--- src/rtl/seven_seg_scan_ctrl.sv ---
// 4-digit display sequencer: valid/ready value intake, one bin_to_bcd
// conversion per value, frame-aligned commit and blanked digit scan.
// Ports: clk, rst (sync, active-high); value_in/value_valid/value_ready,
// overflow, conv_error; bcd_start/bcd_value_bin/bcd_value/bcd_done to
// the converter; cathodes (active-low), digit_bcd, digit_blank, frame_tick.
// Option macro SEVEN_SEG_LZ_BLANK_EN: blank leading-zero digits 3..1.
module seven_seg_scan_ctrl #(
  parameter int SCAN_DIV_W   = 14,
  parameter int BLANK_CYCLES = 16,
  parameter int CONV_TIMEOUT = 64
) (
  input  logic        clk,
  input  logic        rst,
  input  logic [13:0] value_in,
  input  logic        value_valid,
  output logic        value_ready,
  output logic        overflow,
  output logic        conv_error,
  output logic        bcd_start,
  output logic [13:0] bcd_value_bin,
  input  logic [19:0] bcd_value,
  input  logic        bcd_done,
  output logic [3:0]  cathodes,
  output logic [3:0]  digit_bcd,
  output logic        digit_blank,
  output logic        frame_tick
);

  localparam int TW = $clog2(CONV_TIMEOUT + 1);
  localparam logic [SCAN_DIV_W-1:0] BLANK =
    SCAN_DIV_W'(BLANK_CYCLES);
  localparam logic [TW-1:0] TMO_LAST =
    TW'(CONV_TIMEOUT - 1);
  localparam logic [13:0] MAX_VAL = 14'd9999;

  typedef enum logic [1:0] {
    IDLE,
    CONV,
    PEND
  } state_t;

  state_t                  state;
  logic [SCAN_DIV_W-1:0]   cnt;
  logic [1:0]              idx;
  logic [15:0]             disp;
  logic [15:0]             pend;
  logic [TW-1:0]           tmo;
  logic                    wrap;
  logic                    gap;
  logic                    accept;
  logic                    over_lim;
  logic                    lz;
  logic                    unused_bcd_hi;

  assign wrap     = &cnt;
  assign gap      = cnt < BLANK;
  assign accept   = value_valid & value_ready;
  assign over_lim = value_in > MAX_VAL;
  assign unused_bcd_hi = ^bcd_value[19:16];

  // Free-running scan, never stalled by the FSM.
  always_ff @(posedge clk) begin
    if (rst) begin
      cnt        <= '0;
      idx        <= '0;
      frame_tick <= 1'b0;
    end else begin
      cnt        <= cnt + 1'b1;
      frame_tick <= wrap && (idx == 2'd3);
      if (wrap) idx <= idx + 1'b1;
    end
  end

`ifdef SEVEN_SEG_LZ_BLANK_EN
  // lead[i]: digit i and everything above it are zero.
  logic [3:0] lead;
  always_comb begin
    lead    = '0;
    lead[3] = disp[15:12] == 4'd0;
    lead[2] = lead[3] && (disp[11:8] == 4'd0);
    lead[1] = lead[2] && (disp[7:4] == 4'd0);
  end
  assign lz = lead[idx];
`else
  assign lz = 1'b0;
`endif

  assign cathodes    = gap ? 4'b1111 : ~(4'b0001 << idx);
  assign digit_bcd   = disp[{idx, 2'b00} +: 4];
  assign digit_blank = gap | lz;

  // Commit only on frame_tick, i.e. inside the index-0 blanking gap,
  // so a frame never mixes old and new digits.
  always_ff @(posedge clk) begin
    if (rst) begin
      state         <= IDLE;
      value_ready   <= 1'b0;
      bcd_start     <= 1'b0;
      overflow      <= 1'b0;
      conv_error    <= 1'b0;
      bcd_value_bin <= '0;
      disp          <= '0;
      pend          <= '0;
      tmo           <= '0;
    end else begin
      bcd_start <= 1'b0;
      unique case (state)
        IDLE: begin
          value_ready <= 1'b1;
          if (accept) begin
            bcd_value_bin <= over_lim ? MAX_VAL : value_in;
            overflow      <= over_lim;
            conv_error    <= 1'b0;
            bcd_start     <= 1'b1;
            tmo           <= '0;
            value_ready   <= 1'b0;
            state         <= CONV;
          end
        end
        CONV: begin
          tmo <= tmo + 1'b1;
          // done alongside the start pulse is stale
          if (bcd_done && !bcd_start) begin
            pend  <= bcd_value[15:0];
            state <= PEND;
          end else if (tmo == TMO_LAST) begin
            conv_error  <= 1'b1;
            value_ready <= 1'b1;
            state       <= IDLE;
          end
        end
        PEND: begin
          if (frame_tick) begin
            disp        <= pend;
            value_ready <= 1'b1;
            state       <= IDLE;
          end
        end
        default: state <= IDLE;
      endcase
    end
  end

endmodule
--- config.mk ---
export PLATFORM = sky130hd
export DESIGN_NAME = seven_seg_scan_ctrl
export DESIGN_NICKNAME = d
export VERILOG_FILES = /design/src/rtl/seven_seg_scan_ctrl.sv
export SDC_FILE = /design/constraint.sdc
export NUM_CORES = 1
export LEC_CHECK = 0
export CORE_ASPECT_RATIO = 1.2
export CORE_MARGIN = 1.5
export CORE_UTILIZATION = 40
export CTS_CLUSTER_DIAMETER = 60
export DETAILED_ROUTE_END_ITERATION = 10
export GPL_TIMING_DRIVEN = 0
export PLACE_DENSITY = 0.64
export SLEW_MARGIN = 15
export SYNTH_ARGS = -nofsm -noshare
export SYNTH_HDL_FRONTEND = slang
export SYNTH_SLANG_ARGS = --single-unit
export TNS_END_PERCENT = 30
--- constraint.sdc ---
create_clock -name clk -period 1.87 [get_ports clk]
set_input_delay 0.374 -clock clk [delete_from_list [all_inputs] [get_ports clk]]
set_output_delay 0.374 -clock clk [all_outputs]
set_load 0.02 [all_outputs]
==> results of run 1 <==
==> what timing repair did <==
action / 4_1_cts / 5_1_grt
buffers inserted: 8 / 1
gates resized for setup: 60 / 19
pin swaps: 2 / 3
cloned: 0 / 0
setup endpoints to repair: 10 / 32
==> Yosys cell counts (5+ instances only) <==
cell type  count  area share (%)
ha_1          10             3.8
inv_1          6            0.68
nor3_1        15             2.3
nor2b_1        5            0.95
a22oi_1        6             1.4
xnor2_1       10             2.7
clkbuf_1      15             1.7
o21ai_0        6            0.91
nand2_1       84             9.6
or3_1          5            0.95
a21oi_1       43             6.5
dfxtp_1       76              46
buf_2          5            0.76
nand3_1        9             1.4
nand2b_1       5            0.95
nor2_1        44             5.0
==> metrics by stage <==
stage,instances,worst slack (ns)
final,571,-0.05401
after global routing,571,-0.1607
after CTS,571,-0.1010
after detailed placement,547,-0.4697
after global placement,547,-0.3957
after floorplan,391,0.2364
==> critical path: cells and delay by family, from the launching register on <==
family / cells / cell delay [ns]
buffers and inverters: 3 / 0.37
flip-flops: 1 / 0.36
AND/OR/NAND/NOR: 3 / 0.50
==> final cells by class <==
type / instances / area [sq um] / share of cell area [%]
buffer: 19 / 95.09 / 2.146
clock buffer: 10 / 127.6 / 2.881
clock inverter: 6 / 136.4 / 3.078
inverter: 6 / 22.52 / 0.5083
multi-input combinational: 289 / 1718 / 38.77
sequential: 76 / 1535 / 34.65
tap: 95 / 118.9 / 2.683
timing repair buffer: 70 / 676.9 / 15.28
==> state kept, by name, indices dropped and copies added (netlist names) <==
register / cells
disp: 16
idx: 2
value_ready: 1
bcd_value_bin: 14
frame_tick: 1
bcd_start: 1
overflow: 1
pend: 16
cnt: 14
state: 2
conv_error: 1
tmo: 7
==> where the power goes <==
group	switching [W]	total (W)	internal (W)
registers	0.0000897	0.00183	0.00174
logic	0.000464	0.000832	0.000367
clock network	0.000605	0.00163	0.00102
total	0.00116	0.00429	0.00313
==> per-layer routing <==
layer / global-route usage [%] / wire length (microns) / vias up
met5: 0 / 0 / -
met4: 6.700 / 131 / 0
met3: 4.323 / 254 / 11
met2: 34.22 / 4165 / 59
met1: 22.87 / 3555 / 1420
li1: - / - / 1492
==> worst paths after layout <==
check,end,cells after the start
max,cathodes[3],6
max reg2reg,tmo[6],7
min,cnt[0],1
min reg2reg,cnt[0],1
==> cell families (layout without fill, tap and decap cells) <==
kind of cell	after synthesis	in the layout	synth area share [%]
AOI/OAI and AO/OA	71	71	13.04
xor gates and xnor gates	13	13	3.450
adders and majority gates	10	10	3.791
buffers and inverters	26	111	3.146
DFF	76	76	46.10
muxes	8	8	3.943
and+or+nand+nor	187	187	26.54
==> results.md, run 1 <==
- Netlist Area Pre-Place: 0.003301 sq mm
- Total power draw: 0.004289 W
- Fin Setup TNS: -0.05841 ns
- Crit path launch: cnt[6]
- DRT Wirelength: 8106 microns
- Cell Area, Placed: 0.004030 sq mm
- Routed vias/inst: 5.222
- Clock sink total: 76
- Register bit total from synthesis: 76
- TritonCTS clock tree: yes
- Post-synth cell types: 45
- Worst reg2reg startpoint: state[1]
- Async S/R FF share, synth: 0%
- Relative slew slack: 63.53%
- Starting DRT DRC Count: 121
- Die area: 0.008808 sq mm
- Vias in the first global route: 2,882
- Overflow after GRT: 0
- Top cell by count, worst path: buf_6
- Total GRT Usage: 19.21%
- Area growth syn-to-layout: 34.23%
- Num CTS Buffers: 9
- Fmax: 0.5197 GHz
- Clk_skew: 0.007309 ns
- Post-synth EDFFs: 0
- Commonest cells after routing, fill and taps aside: nand2_1, dfxtp_1, clkdlybuf4s50_1
- Fin. max-slew vios: 0
- Worst Hold Class: flip-flop to flip-flop
- Core area: 0.008063 sq mm
- Clk slew on worst S/H paths: 0.07 ns
- Worst-Margin Slew: 0.5470 ns
- Final Core Density: 54.95%
- Slowest CP cell: dfxtp_4
- Crit start category: flip-flop
- Largest net degree at the start of global routing: 14
- Initial antenna violation count: 0
- Final nets: 519
- Final period util: 102.9%
- H-Tree Depth: 3
- Syn Inst Count: 391
- Peak supply drop: 0.5099 mV
- Gpl congestion: 0.7495
- Die H: 102.5 microns
- Peak fanout along the critical path: 3
- Final setup violation count: 2
- Outcome: complete, but fails checks
- Fin worst setup slack: -0.05401 ns
- Hold Worst Slack: 0.4480 ns
- YS warnings: 0
- Share of cells above drive strength 1: 13.87%
- Register area share after synthesis: 46.10%
- Post-DRT Antenna Nets: 0
- Arrival @ worst endpoint: 1.55 ns
- RSZ-0062 raised after global routing: yes
- Hold-fix buffers at CTS: 0
- Clock Latency Late Sink: 0.34 ns
- Nature of the critical path endpoint: output pin
- Fillers: 721
- Pwr per Cell Area: 968.0 mW/mm^2
- Req. time, crit path: 1.50 ns
- DIE WIDTH: 85.93 microns
- Synth Flop Type: dfxtp_1
- CTS Root Cell: clkbuf_8
- Syn nets: 439
- Crit Path Class: flip-flop to output pin
- Syn avg cell area: 8.442 sq um
- Failing checks: setup timing
- Design Area, Final: 0.004431 sq mm
- Post-DP HPWL: 5737 microns
- Clk buf depth: 2
- Hold Fails Final Rpt: 0
- Number of buffers added on ports: 61
- WL/cell: 14.20 microns
- Drt drc: 0
- Worst R2R Setup Slack: 0.14 ns
- Diodes inserted: 0
- First-pass GRT wire length: 13,390 microns
- DRT Pass-1 Iters: 5
- Vias: 2,982
- Max-cap violations: 0
- Fin crit period: 1.924 ns
- Initial core utilization: 40.94%
- Rows: 36
- Leak: 1.592 nW
- HP Start: cnt[0]
- Crit-path max cell delay: 0.36 ns
- CP Cell Sequence: nor4_4 -> nand3_2 -> buf_6 -> buf_6 -> nand2_4 -> buf_6
- IO Pins: 66
- Commonest non-fill, non-tap cell in the layout: nand2_1
Power figures use the tool's default switching activity.
==> run 2: changes to the inputs <==
--- a/config.mk
+++ b/config.mk
@@ -6,12 +6,12 @@
 export NUM_CORES = 1
 export LEC_CHECK = 0
 export CORE_ASPECT_RATIO = 1.2
-export CORE_MARGIN = 1.5
-export CORE_UTILIZATION = 40
+export CORE_MARGIN = 8
+export CORE_UTILIZATION = 30
 export CTS_CLUSTER_DIAMETER = 60
 export DETAILED_ROUTE_END_ITERATION = 10
 export GPL_TIMING_DRIVEN = 0
-export PLACE_DENSITY = 0.64
+export PLACE_DENSITY = 0.5
 export SLEW_MARGIN = 15
 export SYNTH_ARGS = -nofsm -noshare
 export SYNTH_HDL_FRONTEND = slang
==> run 2 against run 1 <==
Against the previous run:
- the flow now finishes without violations
- setup slack gained 0.078 ns
- core utilization fell by 14 points
- via count shrank 3.5%
- global-route usage is 7.0 points lower
- routed wire length is 7.3% higher
- combinational power increased by 2.4%
- first-iteration DRC count decreased by 0.83%
- sequential power about the same
- power is 1.1% lower
- critical endpoint is now digit_bcd[2]
- largest cell class unchanged
==> results.md, run 2 (synthesis gave the netlist of run 1 again) <==
- Worst R2R Setup Slack: 0.11 ns
- WL/cell: 14.38 microns
- Total GRT Usage: 12.20%
- Max-cap violations: 0
- Clk_skew: 0.004458 ns
- Commonest non-fill, non-tap cell in the layout: nand2_1
- Nature of the critical path endpoint: output pin
- Fmax: 0.5416 GHz
- CP Cell Sequence: buf_8 -> mux4_2 -> buf_6
- Fin Setup TNS: 0 ns
- Hold-fix buffers at CTS: 0
- DIE WIDTH: 111.8 microns
- Largest net degree at the start of global routing: 14
- Hold Fails Final Rpt: 0
- Critical path's top delay family: multiplexers
- Hold Worst Slack: 0.4526 ns
- Critical Path Sink: digit_bcd[2]
- Share of cells above drive strength 1: 14.59%
- Clock sink total: 76
- Worst Hold Class: flip-flop to flip-flop
- Number of buffers added on ports: 61
- Peak supply drop: 0.4887 mV
- Drt drc: 0
- Post-DP HPWL: 6401 microns
- Crit Path Class: flip-flop to output pin
- Vias in the first global route: 2,878
- DRT Wirelength: 8700 microns
- Worst reg2reg startpoint: tmo[0]
- Crit-path max cell delay: 0.52 ns
- Clock Latency Late Sink: 0.33 ns
- RSZ-0062 raised after global routing: yes
- Fin cells: 605
- TritonCTS clock tree: yes
- Post-DRT Antenna Nets: 0
- Vias: 2,878
- Routed vias/inst: 4.757
- Final Core Density: 41.05%
- Overflow after GRT: 0
- Dpl ws: -0.4131 ns
- Num CTS Buffers: 9
- Reg2Reg Depth: 5
- Worst-Margin Slew: 0.5476 ns
- Initial core utilization: 30.34%
- Req. time, crit path: 1.50 ns
- Pwr per Cell Area: 949.9 mW/mm^2
- Commonest cells after routing, fill and taps aside: nand2_1, dfxtp_1, clkdlybuf4s50_1
- Fillers: 1,109
- Final period util: 98.74%
- Diodes inserted: 0
- Core area: 0.01088 sq mm
- IO Pins: 66
- Crit start category: flip-flop
- Crit path launch: idx[0]
- Outcome: completed
- Critical path depth: 3
- Arrival @ worst endpoint: 1.47 ns
- Bufs and invs on worst path: 2
- CTS Root Cell: clkbuf_16
- Die area: 0.01463 sq mm
- Largest registers: disp: 16 flops, pend: 16 flops
- First-pass GRT wire length: 14,190 microns
- Gpl congestion: 0.7746
- Final nets: 516
- Leak: 1.574 nW
- Rows: 42
- Die H: 130.9 microns
- Area growth syn-to-layout: 35.29%
- DRT Pass-1 Iters: 4
- Fin crit period: 1.846 ns
- Starting DRT DRC Count: 120
- Relative slew slack: 63.33%
- Fin. max-slew vios: 0
- Slowest CP cell: mux4_2
- Final setup violation count: 0
- Peak fanout along the critical path: 6
- Clk buf depth: 2
- Reg-to-Reg End: state[0]
- H-Tree Depth: 3
- Fin worst setup slack: 0.02357 ns
- Initial antenna violation count: 0
- Placed cell count: 584
- Clk slew on worst S/H paths: 0.06 ns
## run 2: area by class of cell
type / count / area [sq um] / area share [%]
buffer: 20 / 100.1 / 2.242
inverter: 6 / 22.52 / 0.5043
timing repair buffer: 66 / 646.9 / 14.49
multi-input combinational: 289 / 1724 / 38.61
clock inverter: 6 / 40.04 / 0.8966
tap: 132 / 165.2 / 3.699
clock buffer: 10 / 229.0 / 5.127
sequential: 76 / 1538 / 34.44
## run 2: worst min-delay path by stage
stage               startpoint       end  slack [ns]  cells past startpoint
finish                 disp[6]   disp[6]        0.45                      2
detailed placement      cnt[0]    cnt[0]        0.44                      1
CTS                   disp[14]  disp[14]        0.45                      2
global route           disp[7]   disp[7]        0.47                      2
floorplan               cnt[0]    cnt[0]        0.42                      1
global placement        cnt[0]    cnt[0]        0.43                      1
## run 2: tightest hold or removal path, cell delays in order (launching register included)
cell	delay, ns
dfxtp_1	0.30
nand2_1	0.05
a21oi_1	0.05
## run 2: stage by stage
stage	cell area, sq um	power, W
global placement	4076	0.002708
floorplan	3301	0.002365
CTS	4432	0.004298
global route	4466	0.004481
detailed placement	4076	0.002715
finish	4466	0.004242
## run 2: timing repair
item                       in CTS  in global routing
gates resized for setup        57                 28
setup buffers                   5                  1
pin swaps                       4                  1
setup endpoints to repair      21                 41
## run 2: power breakdown
part / total [W] / switching, W / internal (W)
Clock: 0.00156 / 0.000664 / 0.000897
Sequential: 0.00183 / 0.0000890 / 0.00174
Combinational: 0.000852 / 0.000481 / 0.000371
## run 2: metal layers
metal / up-vias / track usage (%) / wire length, microns
met2: 43 / 22.13 / 4490
met1: 1331 / 13.30 / 3752
met5: - / 0 / 0
met4: 0 / 4.351 / 116
met3: 7 / 3.632 / 340
li1: 1497 / - / -
==> run 3: changes to the inputs <==
--- a/config.mk
+++ b/config.mk
@@ -5,7 +5,7 @@
 export SDC_FILE = /design/constraint.sdc
 export NUM_CORES = 1
 export LEC_CHECK = 0
-export CORE_ASPECT_RATIO = 1.2
+export CORE_ASPECT_RATIO = 1.1
 export CORE_MARGIN = 8
 export CORE_UTILIZATION = 30
 export CTS_CLUSTER_DIAMETER = 60
==> constraint.sdc (replaced) <==
create_clock -name clk -period 1.87 [get_ports clk]
set_input_delay 0.374 -clock clk [delete_from_list [all_inputs] [get_ports clk]]
set_output_delay 0.374 -clock clk [all_outputs]
set_load 0.1 [all_outputs]
==> run 3 against run 2 <==
Against the previous run:
- the flow now finishes with violations (setup timing)
- die area barely moved
- first-iteration DRC count fell by 18%
- core utilization rose by 1.6 points
- combinational power rose by 41%
- via count rose by 0.97%
- clock skew rose by 0.0015 ns
- flip-flop and latch count did not move
- cell area rose by 3.2%
- largest power group unchanged
- setup slack got worse by 0.081 ns
- global-route usage rose by 0.61 points
- non-clock buffer count fell by 2
==> results.md, run 3 (synthesis gave the netlist of run 1 again) <==
- Clk_skew: 0.005990 ns
- Cell Area, Placed: 0.004099 sq mm
- Drt drc: 0
- Peak fanout along the critical path: 5
- Final setup violation count: 4
- Design Area, Final: 0.004609 sq mm
- Reg2Reg Depth: 6
- Rows: 40
- Fin. max-slew vios: 0
- Failing checks: setup timing
- Die H: 126.0 microns
- Number of buffers added on ports: 61
- TritonCTS clock tree: yes
- Max-cap violations: 0
- Clock sink total: 76
- H-Tree Depth: 3
- Hold Fails Final Rpt: 0
- DRT Pass-1 Iters: 4
- Vias: 2,906
- Commonest cells after routing, fill and taps aside: nand2_1, dfxtp_1, nor2_1
- Largest registers: disp: 16 flops, pend: 16 flops
- DIE WIDTH: 116.0 microns
- Hold Worst Slack: 0.4527 ns
- DRT Wirelength: 8777 microns
- Share of cells above drive strength 1: 18.90%
- Slowest CP cell: mux4_2
- Gpl congestion: 0.7391
- Initial core utilization: 30.53%
- Outcome: complete, but fails checks
- IO Pins: 66
- Final Core Density: 42.64%
- Arrival @ worst endpoint: 1.55 ns
- Vias in the first global route: 2,854
- Diodes inserted: 0
- Clk buf depth: 2
- Area growth syn-to-layout: 39.65%
- Crit Path Class: flip-flop to output pin
- WL/cell: 14.20 microns
- Post-DRT Antenna Nets: 0
- Routed vias/inst: 4.702
- Total power draw: 0.004793 W
- Commonest non-fill, non-tap cell in the layout: nand2_1
- Die area: 0.01462 sq mm
- CTS Root Cell: clkbuf_16
- Fmax: 0.5187 GHz
- Clock Latency Late Sink: 0.34 ns
- Hold-fix buffers at CTS: 0
- Fin worst setup slack: -0.05785 ns
- Clk slew on worst S/H paths: 0.06 ns
- Overflow after GRT: 0
- Worst R2R Setup Slack: 0.13 ns
- Final nets: 514
- Num CTS Buffers: 9
- Total GRT Usage: 12.81%
- Worst-Margin Slew: 0.5696 ns
- Largest net degree at the start of global routing: 14
- Starting DRT DRC Count: 98
- Nature of the critical path endpoint: output pin
- Worst reg2reg startpoint: state[0]
- First-pass GRT wire length: 14,810 microns
- Fin crit period: 1.928 ns
- Final period util: 103.1%
- Pwr per Cell Area: 1040 mW/mm^2
- Reg-to-Reg End: state[1]
- Crit start category: flip-flop
- Leak: 1.657 nW
- Crit-path max cell delay: 0.55 ns
- CP Cell Sequence: buf_8 -> mux4_2 -> buf_12
- Hold Crit Endpoint: cnt[0]
- Relative slew slack: 62.21%
- Hold Crit Depth: 1
- Peak supply drop: 0.3846 mV
- Fillers: 1,122
- Worst Hold Class: flip-flop to flip-flop
- Post-DP HPWL: 6551 microns
- HP Start: cnt[0]
- Req. time, crit path: 1.50 ns
- Core area: 0.01081 sq mm
- Fin Setup TNS: -0.1222 ns
- Initial antenna violation count: 0
- RSZ-0062 raised after global routing: yes
-- run 3: changes by cell type in the layout (fill, tap and decap cells not counted), sizes merged --
cell           change
clkdlybuf4s15     +18
clkdlybuf4s50     -18
buf                -1
bufinv             +1
clkinv             -1
clkinvlp           +1
dlymetal6s2s       -1
inv                -1
-- run 3: worst max-delay path by stage --
stage	slack [ns]	from	to	cells after the start
5_1_grt	-0.09	idx[0]	digit_bcd[2]	3
6_report	-0.06	idx[0]	digit_bcd[2]	3
3_5_place_dp	-0.93	idx[0]	digit_bcd[2]	3
3_3_place_gp	-0.86	idx[0]	digit_bcd[2]	3
4_1_cts	-0.1	idx[0]	digit_bcd[2]	3
2_1_floorplan	-0.1	idx[0]	cathodes[2]	4
-- run 3: what timing repair did --
action / in CTS / in global routing
setup endpoints to repair: 37 / 57
setup buffers: 3 / 1
pin swaps: 7 / 3
hold endpoints to repair: 0 / 0
resized for setup: 150 / 22
-- run 3: area by class of cell --
class                   instances  area, sq um  share of cell area (%)
plain buffers                  19        100.1                   2.172
clock buffers                  10        239.0                   5.185
clock inverters                 6        63.81                   1.384
inverters                       6        22.52                  0.4886
multi-input cells             289         1744                   37.84
flip-flops and latches         76         1534                   33.28
well taps                     147        183.9                   3.990
repair buffers                 65        721.9                   15.66
-- run 3: critical path, delay by kind of cell (launching register included) --
kind                   cells  cell delay (ns)
buffers and inverters      2             0.32
flip-flops                 1             0.34
multiplexers               1             0.55
-- run 3: metal layers --
layer  vias to the layer above  share of wire [%]  GRT usage (%)
li1                       1490                  -              -
met1                      1366                 44          15.33
met2                        39                 51          21.18
met3                        11                3.0          2.199
met4                         0                2.1          6.875
met5                         -                  0              0
-- run 3: metrics by stage --
stage               instances  worst slack (ns)
floorplan                 391          -0.09764
global placement          599           -0.8607
detailed placement        599           -0.9253
CTS                       618          -0.09557
global route              618          -0.08520
finish                    618          -0.05785
-- run 3: report_power, final --
group	leakage (nW)	total (W)	switching, W	internal (W)
combinational	0.894	0.00120	0.000845	0.000353
clock	0.144	0.00176	0.000692	0.00107
sequential	0.619	0.00184	0.0000925	0.00174
